### src/rtl/flash_stream_pkg.sv
// Shared types and widths for the flash stream reader and its output FIFO.
`timescale 1ns/1ps
package flash_stream_pkg;

    localparam int unsigned ADDR_W = 24;
    localparam int unsigned LEN_W  = 16;
    localparam int unsigned BYTE_W = 8;

    typedef enum logic [1:0] {
        IDLE        = 2'd0,
        REQ         = 2'd1,
        WAIT_ACK    = 2'd2,
        DRAIN_ABORT = 2'd3
    } fsm_t;

    typedef struct packed {
        logic              last;
        logic [BYTE_W-1:0] data;
    } fifo_entry_t;

    // Maps a 24-bit flash byte address onto the Wishbone address space.
    function automatic logic [31:0] flash_to_wb(input logic [31:0]       base,
                                                input logic [ADDR_W-1:0] addr);
        return base + {8'h0, addr};
    endfunction

endpackage

### src/rtl/byte_fifo.sv
// First-word-fall-through FIFO of {last, data} entries with synchronous flush.
`timescale 1ns/1ps
module byte_fifo
    import flash_stream_pkg::*;
#(
    parameter int unsigned DEPTH = 8,
    localparam int unsigned AW   = $clog2(DEPTH)
) (
    input  logic        clk,
    input  logic        rst_n,
    input  logic        flush,
    input  logic        push,
    input  fifo_entry_t push_entry,
    input  logic        pop,
    output fifo_entry_t head,
    output logic [AW:0] count,
    output logic        full,
    output logic        empty
);

    fifo_entry_t   mem [DEPTH];
    logic [AW-1:0] wr_ptr;
    logic [AW-1:0] rd_ptr;
    logic          do_push;
    logic          do_pop;

    // Flush overrides both push and pop; a push into a full FIFO needs a pop alongside.
    always_comb begin
        full    = (count == (AW+1)'(DEPTH));
        empty   = (count == '0);
        do_pop  = pop && !flush && !empty;
        do_push = push && !flush && (!full || do_pop);
        head    = empty ? '0 : mem[rd_ptr];
    end

    // Storage array; written only at the tail.
    always_ff @(posedge clk or negedge rst_n) begin
        if (!rst_n) begin
            for (int i = 0; i < int'(DEPTH); i++) begin
                mem[i] <= '0;
            end
        end else if (do_push) begin
            mem[wr_ptr] <= push_entry;
        end
    end

    // Pointers and occupancy; pointers wrap naturally because DEPTH is a power of two.
    always_ff @(posedge clk or negedge rst_n) begin
        if (!rst_n) begin
            wr_ptr <= '0;
            rd_ptr <= '0;
            count  <= '0;
        end else if (flush) begin
            wr_ptr <= '0;
            rd_ptr <= '0;
            count  <= '0;
        end else begin
            if (do_push) begin
                wr_ptr <= wr_ptr + 1'b1;
            end
            if (do_pop) begin
                rd_ptr <= rd_ptr + 1'b1;
            end
            case ({do_push, do_pop})
                2'b10:   count <= count + 1'b1;
                2'b01:   count <= count - 1'b1;
                default: count <= count;
            endcase
        end
    end

endmodule

### src/rtl/flash_stream_reader.sv
// Wishbone master turning (address, length) commands into single-byte flash reads,
// delivering the bytes on a valid/ready stream through a small FWFT FIFO.
`timescale 1ns/1ps
module flash_stream_reader
    import flash_stream_pkg::*;
#(
    parameter int unsigned FIFO_DEPTH  = 8,
    parameter int unsigned ACK_TIMEOUT = 4096,
    parameter logic [31:0] ADDR_BASE   = 32'h0
) (
    input  logic              clk,
    input  logic              rst_n,
    input  logic              cmd_valid,
    output logic              cmd_ready,
    input  logic [ADDR_W-1:0] cmd_addr,
    input  logic [LEN_W-1:0]  cmd_len,
    input  logic              abort,
    output logic              busy,
    output logic              err,
    output logic              wb_cyc,
    output logic              wb_stb,
    output logic              wb_we,
    output logic [31:0]       wb_adr,
    output logic [31:0]       wb_dat_mosi,
    input  logic [31:0]       wb_dat_miso,
    input  logic              wb_ack,
    input  logic              wb_stall,
    output logic              out_valid,
    input  logic              out_ready,
    output logic [BYTE_W-1:0] out_data,
    output logic              out_last
);

    localparam int unsigned TMO_W = $clog2(ACK_TIMEOUT + 1);
    localparam int unsigned CNT_W = $clog2(FIFO_DEPTH) + 1;

    fsm_t              state;
    logic [ADDR_W-1:0] cur_addr;
    logic [LEN_W-1:0]  remaining;
    logic [TMO_W-1:0]  tmo_cnt;

    logic              cmd_accept;
    logic              bus_ack;
    logic              req_accept;
    logic              tmo_hit;
    logic              fifo_space;
    logic              fifo_push;
    fifo_entry_t       push_entry;
    fifo_entry_t       fifo_head;
    logic [CNT_W-1:0]  fifo_count;
    logic              fifo_full_unused;
    logic              fifo_empty;
    logic              unused_miso;

    // Command handshake, bus qualifiers and the byte captured on ack.
    always_comb begin
        cmd_ready       = (state == IDLE) && !abort;
        cmd_accept      = cmd_valid && cmd_ready;
        // An ack only counts once the strobe has been taken down inside an open cycle.
        bus_ack         = wb_ack && wb_cyc && !wb_stb;
        req_accept      = wb_stb && !wb_stall;
        tmo_hit         = (tmo_cnt == TMO_W'(ACK_TIMEOUT));
        // No byte is in flight while in REQ, so the FIFO count alone decides space.
        fifo_space      = (fifo_count < CNT_W'(FIFO_DEPTH));
        fifo_push       = (state == WAIT_ACK) && bus_ack && !abort;
        push_entry.last = (remaining == LEN_W'(1));
        push_entry.data = wb_dat_miso[BYTE_W-1:0];
    end

    // Bus-facing and stream-facing outputs.
    always_comb begin
        busy        = (state != IDLE) || wb_cyc;
        wb_we       = 1'b0;
        wb_dat_mosi = 32'h0;
        wb_adr      = flash_to_wb(ADDR_BASE, cur_addr);
        out_valid   = !fifo_empty;
        out_data    = fifo_head.data;
        out_last    = fifo_head.last;
        unused_miso = ^wb_dat_miso[31:BYTE_W];
    end

    // Command sequencer: one outstanding single-byte read at a time.
    always_ff @(posedge clk or negedge rst_n) begin
        if (!rst_n) begin
            state     <= IDLE;
            cur_addr  <= '0;
            remaining <= '0;
            tmo_cnt   <= '0;
            wb_cyc    <= 1'b0;
            wb_stb    <= 1'b0;
            err       <= 1'b0;
        end else begin
            case (state)
                IDLE: begin
                    if (cmd_accept) begin
                        cur_addr  <= cmd_addr;
                        remaining <= cmd_len;
                        err       <= 1'b0;
                        if (cmd_len != '0) begin
                            state <= REQ;
                        end
                    end
                end

                REQ: begin
                    if (abort) begin
                        wb_stb    <= 1'b0;
                        remaining <= '0;
                        if (req_accept) begin
                            // Slave took the request this very cycle: let it finish.
                            tmo_cnt <= TMO_W'(1);
                            state   <= DRAIN_ABORT;
                        end else begin
                            wb_cyc <= 1'b0;
                            state  <= IDLE;
                        end
                    end else if (wb_stb) begin
                        if (!wb_stall) begin
                            wb_stb  <= 1'b0;
                            tmo_cnt <= TMO_W'(1);
                            state   <= WAIT_ACK;
                        end
                    end else if (fifo_space) begin
                        wb_cyc <= 1'b1;
                        wb_stb <= 1'b1;
                    end
                end

                WAIT_ACK: begin
                    if (bus_ack) begin
                        wb_cyc <= 1'b0;
                        if (abort) begin
                            remaining <= '0;
                            state     <= IDLE;
                        end else begin
                            cur_addr  <= cur_addr + 1'b1;
                            remaining <= remaining - 1'b1;
                            state     <= (remaining == LEN_W'(1)) ? IDLE : REQ;
                        end
                    end else if (tmo_hit) begin
                        err       <= 1'b1;
                        wb_cyc    <= 1'b0;
                        remaining <= '0;
                        state     <= IDLE;
                    end else begin
                        tmo_cnt <= tmo_cnt + 1'b1;
                        if (abort) begin
                            remaining <= '0;
                            state     <= DRAIN_ABORT;
                        end
                    end
                end

                DRAIN_ABORT: begin
                    // Hold the cycle open until the slave finishes; the byte is dropped.
                    if (bus_ack) begin
                        wb_cyc <= 1'b0;
                        state  <= IDLE;
                    end else if (tmo_hit) begin
                        err    <= 1'b1;
                        wb_cyc <= 1'b0;
                        state  <= IDLE;
                    end else begin
                        tmo_cnt <= tmo_cnt + 1'b1;
                    end
                end

                default: begin
                    wb_cyc <= 1'b0;
                    wb_stb <= 1'b0;
                    state  <= IDLE;
                end
            endcase
        end
    end

    byte_fifo #(
        .DEPTH (FIFO_DEPTH)
    ) u_fifo (
        .clk        (clk),
        .rst_n      (rst_n),
        .flush      (abort),
        .push       (fifo_push),
        .push_entry (push_entry),
        .pop        (out_ready),
        .head       (fifo_head),
        .count      (fifo_count),
        .full       (fifo_full_unused),
        .empty      (fifo_empty)
    );

endmodule

### config.mk
export PLATFORM = sky130hd
export DESIGN_NAME = flash_stream_reader
export DESIGN_NICKNAME = d
export VERILOG_FILES = /design/src/rtl/flash_stream_pkg.sv /design/src/rtl/byte_fifo.sv /design/src/rtl/flash_stream_reader.sv
export SDC_FILE = /design/constraint.sdc
export NUM_CORES = 1
export LEC_CHECK = 0
export CAP_MARGIN = 20
export CORE_ASPECT_RATIO = 0.9
export CORE_MARGIN = 1.5
export CORE_UTILIZATION = 53
export CTS_CLUSTER_SIZE = 25
export DETAILED_ROUTE_END_ITERATION = 12
export GPL_ROUTABILITY_DRIVEN = 0
export GPL_TIMING_DRIVEN = 0
export HOLD_SLACK_MARGIN = 0.02
export PLACE_DENSITY = 0.86
export SETUP_SLACK_MARGIN = 0.15
export SLEW_MARGIN = 20
export SYNTH_ARGS = -nofsm -noshare
export SYNTH_HDL_FRONTEND = slang
export SYNTH_SLANG_ARGS = --single-unit
### constraint.sdc
create_clock -name clk -period 2.7 [get_ports clk]
set_clock_uncertainty 0.2 [all_clocks]
set_input_delay 0.405 -clock clk [delete_from_list [all_inputs] [get_ports clk]]
set_output_delay 0.405 -clock clk [all_outputs]
set_load 0.02 [all_outputs]
# Word level (Yosys, flattened, before mapping)
# Index checks and enable logic that the tools add are counted.
# word_totals
register_bits	140
out_inout_bits	80
wordCells	159
in_bits	79
# op_classes
eq_ne	24
n_bitwise	2
add_sub_neg	7
magnitude_cmp	4
muxes	59
n_reduce_logical	37
# op_table
cell	n
two-way mux 16 bit	5
two-way mux 13 bit	6
bitwise mux 72 bit	1
two-way mux 24 bit	3
one-hot mux 16 bit (3 select lines)	1
one-hot mux 24 bit (2 select lines)	1
two-way mux 9 bit	4
binary-select mux 9 bit (select 3 bit)	1
demux 9 bit (select 3 bit)	1
one-hot mux 13 bit (2 select lines)	1
adder 24 x 1 -> 24 bit, second input constant	1
two-way mux 2 bit	11
inequality test 3 bit, second input constant	7
== test 16 x 1 -> 1 bit, second input constant	1
nonzero test 16 bit	1
subtractor 16 x 1 -> 16 bit, second input constant	1
two-way mux 1 bit	15
adder 13 x 1 -> 13 bit, second input constant	1
== test 13 bit, second input constant	1
logical AND 1 bit	12
two-way mux 3 bit	4
AND reduction 6 bit	2
nonzero test 2 bit	6
inequality test 2 bit, second input constant	5
26 further kinds	41

# Depth between registers and ports, before layout
# depth
word_depth	9
ltp_mapped	11
mapped_depth_nobuf	10

# By module
# From an unflattened synthesis, not the netlist that was laid out.
# unflattened
cells_unflattened	778
area_unflattened_um2	8230.4
# modules_own_cells
mod	n_inst	cells_per_inst	area_per_inst_um2	seq_area_each_um2
flash_stream_reader	1	507	4264.1	1451.4
byte_fifo	1	271	3966.3	2052.0

# Worst setup path after synthesis
# No wires, ideal clock.
# synth_path
kind	register to register
startpoint	register state[0]
endpoint	register u_fifo.count[3]
stages_incl_launch_ff	12
synth_period_minus_slack_ns	2.503
path_slack_ns	0.197
t_required_ns	2.368
setup_ns	0.132
n_path_buf	1
arrival_ns	2.172
cell_sequence	dfrtp_1 > inv_1 > ha_1 > buf_2 > nand4b_1 > nor3b_1 > ha_1 > a31oi_1 > a21oi_1 > a32oi_1 > xor2_1 > nor2_1
# synth_between
elab_chain_cells	8
elab_cells_between_ends	10
cone_classes	3 x eq/ne; 2 x mux; 5 x reduce/logical
# synth_rtl
element	line_no	rtl
from (decl)	flash_stream_reader.sv:37	fsm_t state;
from (signal assigned)	flash_stream_reader.sv:138	state <= (remaining == LEN_W'(1)) ? IDLE : REQ;
== test 2 bit *	flash_stream_reader.sv:65	fifo_push = (state == WAIT_ACK) && bus_ack && !abort;
logical AND 1 bit * (2 in a row)	flash_stream_reader.sv:65	
logical AND 1 bit * (2 in a row)	byte_fifo.sv:32	do_push = push && !flush && (!full || do_pop);
== test 2 x 1 -> 1 bit or == test 2 bit (tied branches)	byte_fifo.sv:64	case ({do_push, do_pop})
one-hot mux 4 bit (2 select lines)	byte_fifo.sv:64	
two-way mux 4 bit	byte_fifo.sv:53	end else if (flush) begin
to (signal assigned)	byte_fifo.sv:65	2'b10: count <= count + 1'b1;
to (signal assigned)	byte_fifo.sv:66	2'b01: count <= count - 1'b1;
to (signal assigned)	byte_fifo.sv:67	default: count <= count;
to (decl)	byte_fifo.sv:16	output logic [AW:0] count,
# Every way passes the cells marked *; elsewhere a longest branch is shown, timed or not.
# A chain may end at the register's enable or synchronous reset.

# Final worst setup path
# layout_path
startpoint	register u_fifo.rd_ptr[0]
endpoint	output out_last
# layout_between
elab_chain_cells	5
# layout_rtl
element	line_no	rtl
from (decl)	byte_fifo.sv:23	logic [AW-1:0] rd_ptr;
from (signal assigned)	byte_fifo.sv:62	rd_ptr <= rd_ptr + 1'b1;
NOT 3 -> 4 bit (not written as such)	byte_fifo.sv:33	head = empty ? '0 : mem[rd_ptr];
binary-select mux 9 bit (select 3 bit)	byte_fifo.sv:33	
two-way mux 9 bit (not written as such) (2 in a row)	byte_fifo.sv:33	
two-way mux 9 bit	byte_fifo.sv:33	
to (decl)	flash_stream_reader.sv:31	output logic out_last
# Every way passes these cells. The select of a mux whose other input is x is not followed.

==> impl_metrics.tcl <==
set metrics [dict create \
    status "complete, but fails checks" \
    violations "setup timing" \
    finalSetupTns_ns -0.298 \
    post_layout_power_uw 9190 \
    fill_cells 964 \
    async_reset_ff_share_pct 100 \
    dpl.hpwl_mm 13.8 \
    max_slew.worst_pin.slew_ns 0.679 \
    port_buffers 93 \
    numCtsBuffers 17 \
    slew_headroom_pct 54.7 \
    critical_path_class "reg2out" \
    critPathMaxFanout 5 \
    post_drt_via_cell_ratio 6.14 \
    die_y_um 120 \
    totalWireLength_mm 24.0 \
    rsz0062_at_grt "yes" \
    start_util_pct 54.6 \
    fin_worst_setup_slack_ns -0.0708 \
    post-synth-top-area-cell "dfrtp_1" \
    critical-path-max-stage-delay_ns 0.50 \
    yosysWarnings 0 \
    final_critical_period_ns 2.77 \
    drt_first_iter_violations 785 \
    yosysMostFrequentCell "dfrtp_1" \
    grt_max_degree 79 \
    route.detailed.drc 0 \
    yosys.cell_types.count 70 \
    synth_flop_cell "dfrtp_1" \
    antenna_found_initial 0 \
    synthDominantCellAreaShare_pct 43.3 \
    finalSetupViolCount 8 \
    final_cells 1176 \
    vdd_ir_drop_max_mv 0.751 \
    synth.area.top_cells "dfrtp_1 43%, mux2_2 8.1%, mux4_2 5.0%, buf_4 3.9%, nor2_1 3.0%" \
    die_x_um 133 \
    clock_latency_ns 0.43 \
    worst_path_max_delay_cell "mux4_2" \
    final_net_count 1058 \
    synth.avg_cell_area_um2 10.6 \
    routed_wire_length_per_instance_um 20.4 \
    antennaDiodeCount 0 \
    drt.antenna.violating_nets 0 \
    areaGrowthSynthToFinish_pct 33.6 \
    root_buffer "clkbuf_16" \
    r2r-start "state[1]$_DFFE_PN0P_" \
    fmax_mhz 361 \
    path_delay_family "multiplexers" \
    timing.critical_path.mode_cell "buf_12" \
    placementRows 42 \
    synthesis.area_um2 8100 \
    setup.worst_path.start "u_fifo.rd_ptr[0]$_DFFE_PN0P_" \
    core_region_area_um2 14800 \
    synth_seq_cells 140 \
    vias 7215 \
    h-tree-depth 4 \
    via_count_of_the_first_global_routing_pass 6800 \
    synth_edf_count 0 \
    cp_num_buf_inv 4 \
    critical_path.cell_chain "buf_12 > buf_12 > buf_6 > mux4_2 > mux2i_2 > nor2_1 > buf_4" \
    design.die.area_um2 16000 \
    drive_above_1_share_pct 29.3 \
    worst_setup_path_start_kind "flop" \
    final-hold-violation-count 0 \
    clockBufferDepth 2 \
    max-cap-violations 0 \
    grt_util_all_layers_pct 28.6 \
    worst_ep_required_time_ns 2.10 \
    ioPinCount 159 \
    numClockSinks 140 \
    leakage_power_uw 0.00482 \
    synth_top_cells_by_count "140 x dfrtp_1, 65 x nor2_1, 58 x mux2_2, 42 x buf_4, 38 x nand2_1" \
    slew_violations 0 \
    critical_path_at_ns 2.17 \
    min-delay-path-class "reg2reg" \
    yosysSeqAreaShare_pct 43.3 \
    power_per_cell_area_nw_per_um2 850 \
    detailedRoute.firstPassIterationCount 6 \
    synth_cells 766 \
    clk_transition_reported_paths_ns 0.07 \
    final.period_utilization_pct 103 \
    global_route.overflow_total 0 \
    min_from "u_fifo.mem[39]$_DFFE_PN0P_" \
    grt_pass1_wl_mm 35.7 \
    placedCellCount 1098 \
    cts_tree "yes" \
    setup.worst_path.end_class "output port" \
]
[repair_timing]
item	in CTS	in global routing
hold endpoints to repair	62	0
hold buffers	1	0
cloned	1	2
setup buffers	26	16
gates resized for setup	98	65
pin swaps	4	14
endpoints found under the setup margin	128	103
[cell usage in the layout (no fill, tap or decap), types with 13 or more instances in the layout]
master | netlist | final
inv_1 | 24 | 22
conb_1 | 1 | 41
nor2_1 | 65 | 63
nand4_1 | 21 | 21
nand2_1 | 38 | 37
and3_1 | 13 | 13
buf_4 | 42 | 82
clkbuf_16 | 0 | 18
xor2_1 | 17 | 16
mux2_4 | 8 | 13
a21oi_1 | 35 | 33
clkdlybuf4s50_1 | 0 | 79
dfrtp_1 | 140 | 138
mux4_2 | 18 | 18
mux2i_1 | 19 | 15
mux2_2 | 58 | 53
nand3_1 | 26 | 25
o21ai_0 | 31 | 31
[layout make-up]
cell class | count | area [µm²] | area share, %
well taps | 198 | 248 | 2.29
repair buffers | 140 | 1370 | 12.6
multi-input cells | 562 | 4440 | 41.1
clock inverters | 12 | 138 | 1.27
clock buffers | 20 | 447 | 4.13
flip-flops and latches | 140 | 3510 | 32.4
plain buffers | 80 | 573 | 5.30
inverters | 24 | 90.1 | 0.833
[final timing paths]
kind                            depth (start not counted)  slack (ns)                           to
worst max-delay path                                    7       -0.07                     out_last
worst min-delay path                                    1        0.30   u_fifo.mem[39]$_DFFE_PN0P_
worst max register to register                         10        0.18  u_fifo.count[3]$_DFFE_PN0P_
worst min register to register                          1        0.30   u_fifo.mem[39]$_DFFE_PN0P_
max in group asynchronous                               3        1.18         state[0]$_DFFE_PN0P_
min in group asynchronous                               2        0.33   u_fifo.mem[64]$_DFFE_PN0P_
[metal layers]
| metal | vias up | GRT usage [%] | share of wire (%) |
|---|---|---|---|
| li1 | 3167 | - | - |
| met1 | 3550 | 38.5 | 41 |
| met2 | 427 | 45.9 | 48 |
| met3 | 71 | 6.62 | 8.1 |
| met4 | 0 | 9.65 | 3.1 |
| met5 | - | 0 | 0 |
[stage by stage]
stage          util [%]  cell area [µm²]  worst slack, ns  hold WS, ns
2_1_floorplan         -             8250            0.197      -0.0906
3_3_place_gp       63.6             9420            -4.62        0.258
3_5_place_dp       63.8             9460           -0.662        0.188
4_1_cts            70.3            10400          -0.0222        0.291
5_1_grt            73.0            10800           -0.105        0.316
6_report           73.0            10800          -0.0708        0.302
[logic make-up (layout without fill, tap and decap cells)]
family                   after synthesis  after routing  share of synthesized area (%)
other                                  1             41                         0.0463
adder cells (fa/ha/maj)               14             14                           2.16
AO/OA/AOI/OAI                        158            158                           13.7
flip-flops                           140            140                           43.3
AND/OR/NAND/NOR                      226            226                           14.9
XOR/XNOR                              20             20                           2.16
multiplexers                         103            103                           16.9
buffers and inverters                104            276                           6.86
[state kept, by name (all words and copies together) (netlist names)]
name,flops
wb_stb,1
u_fifo.wr_ptr,3
u_fifo.count,4
remaining,16
tmo_cnt,13
u_fifo.mem,72
state,2
err,1
u_fifo.rd_ptr,3
cur_addr,24
wb_cyc,1
[power breakdown]
part | switching (µW) | total [µW] | internal, µW
Sequential | 517 | 3010 | 2490
Clock | 964 | 2360 | 1390
Combinational | 2140 | 3830 | 1690
Total | 3620 | 9190 | 5580
No activity file was read; power rests on OpenSTA's default activity.
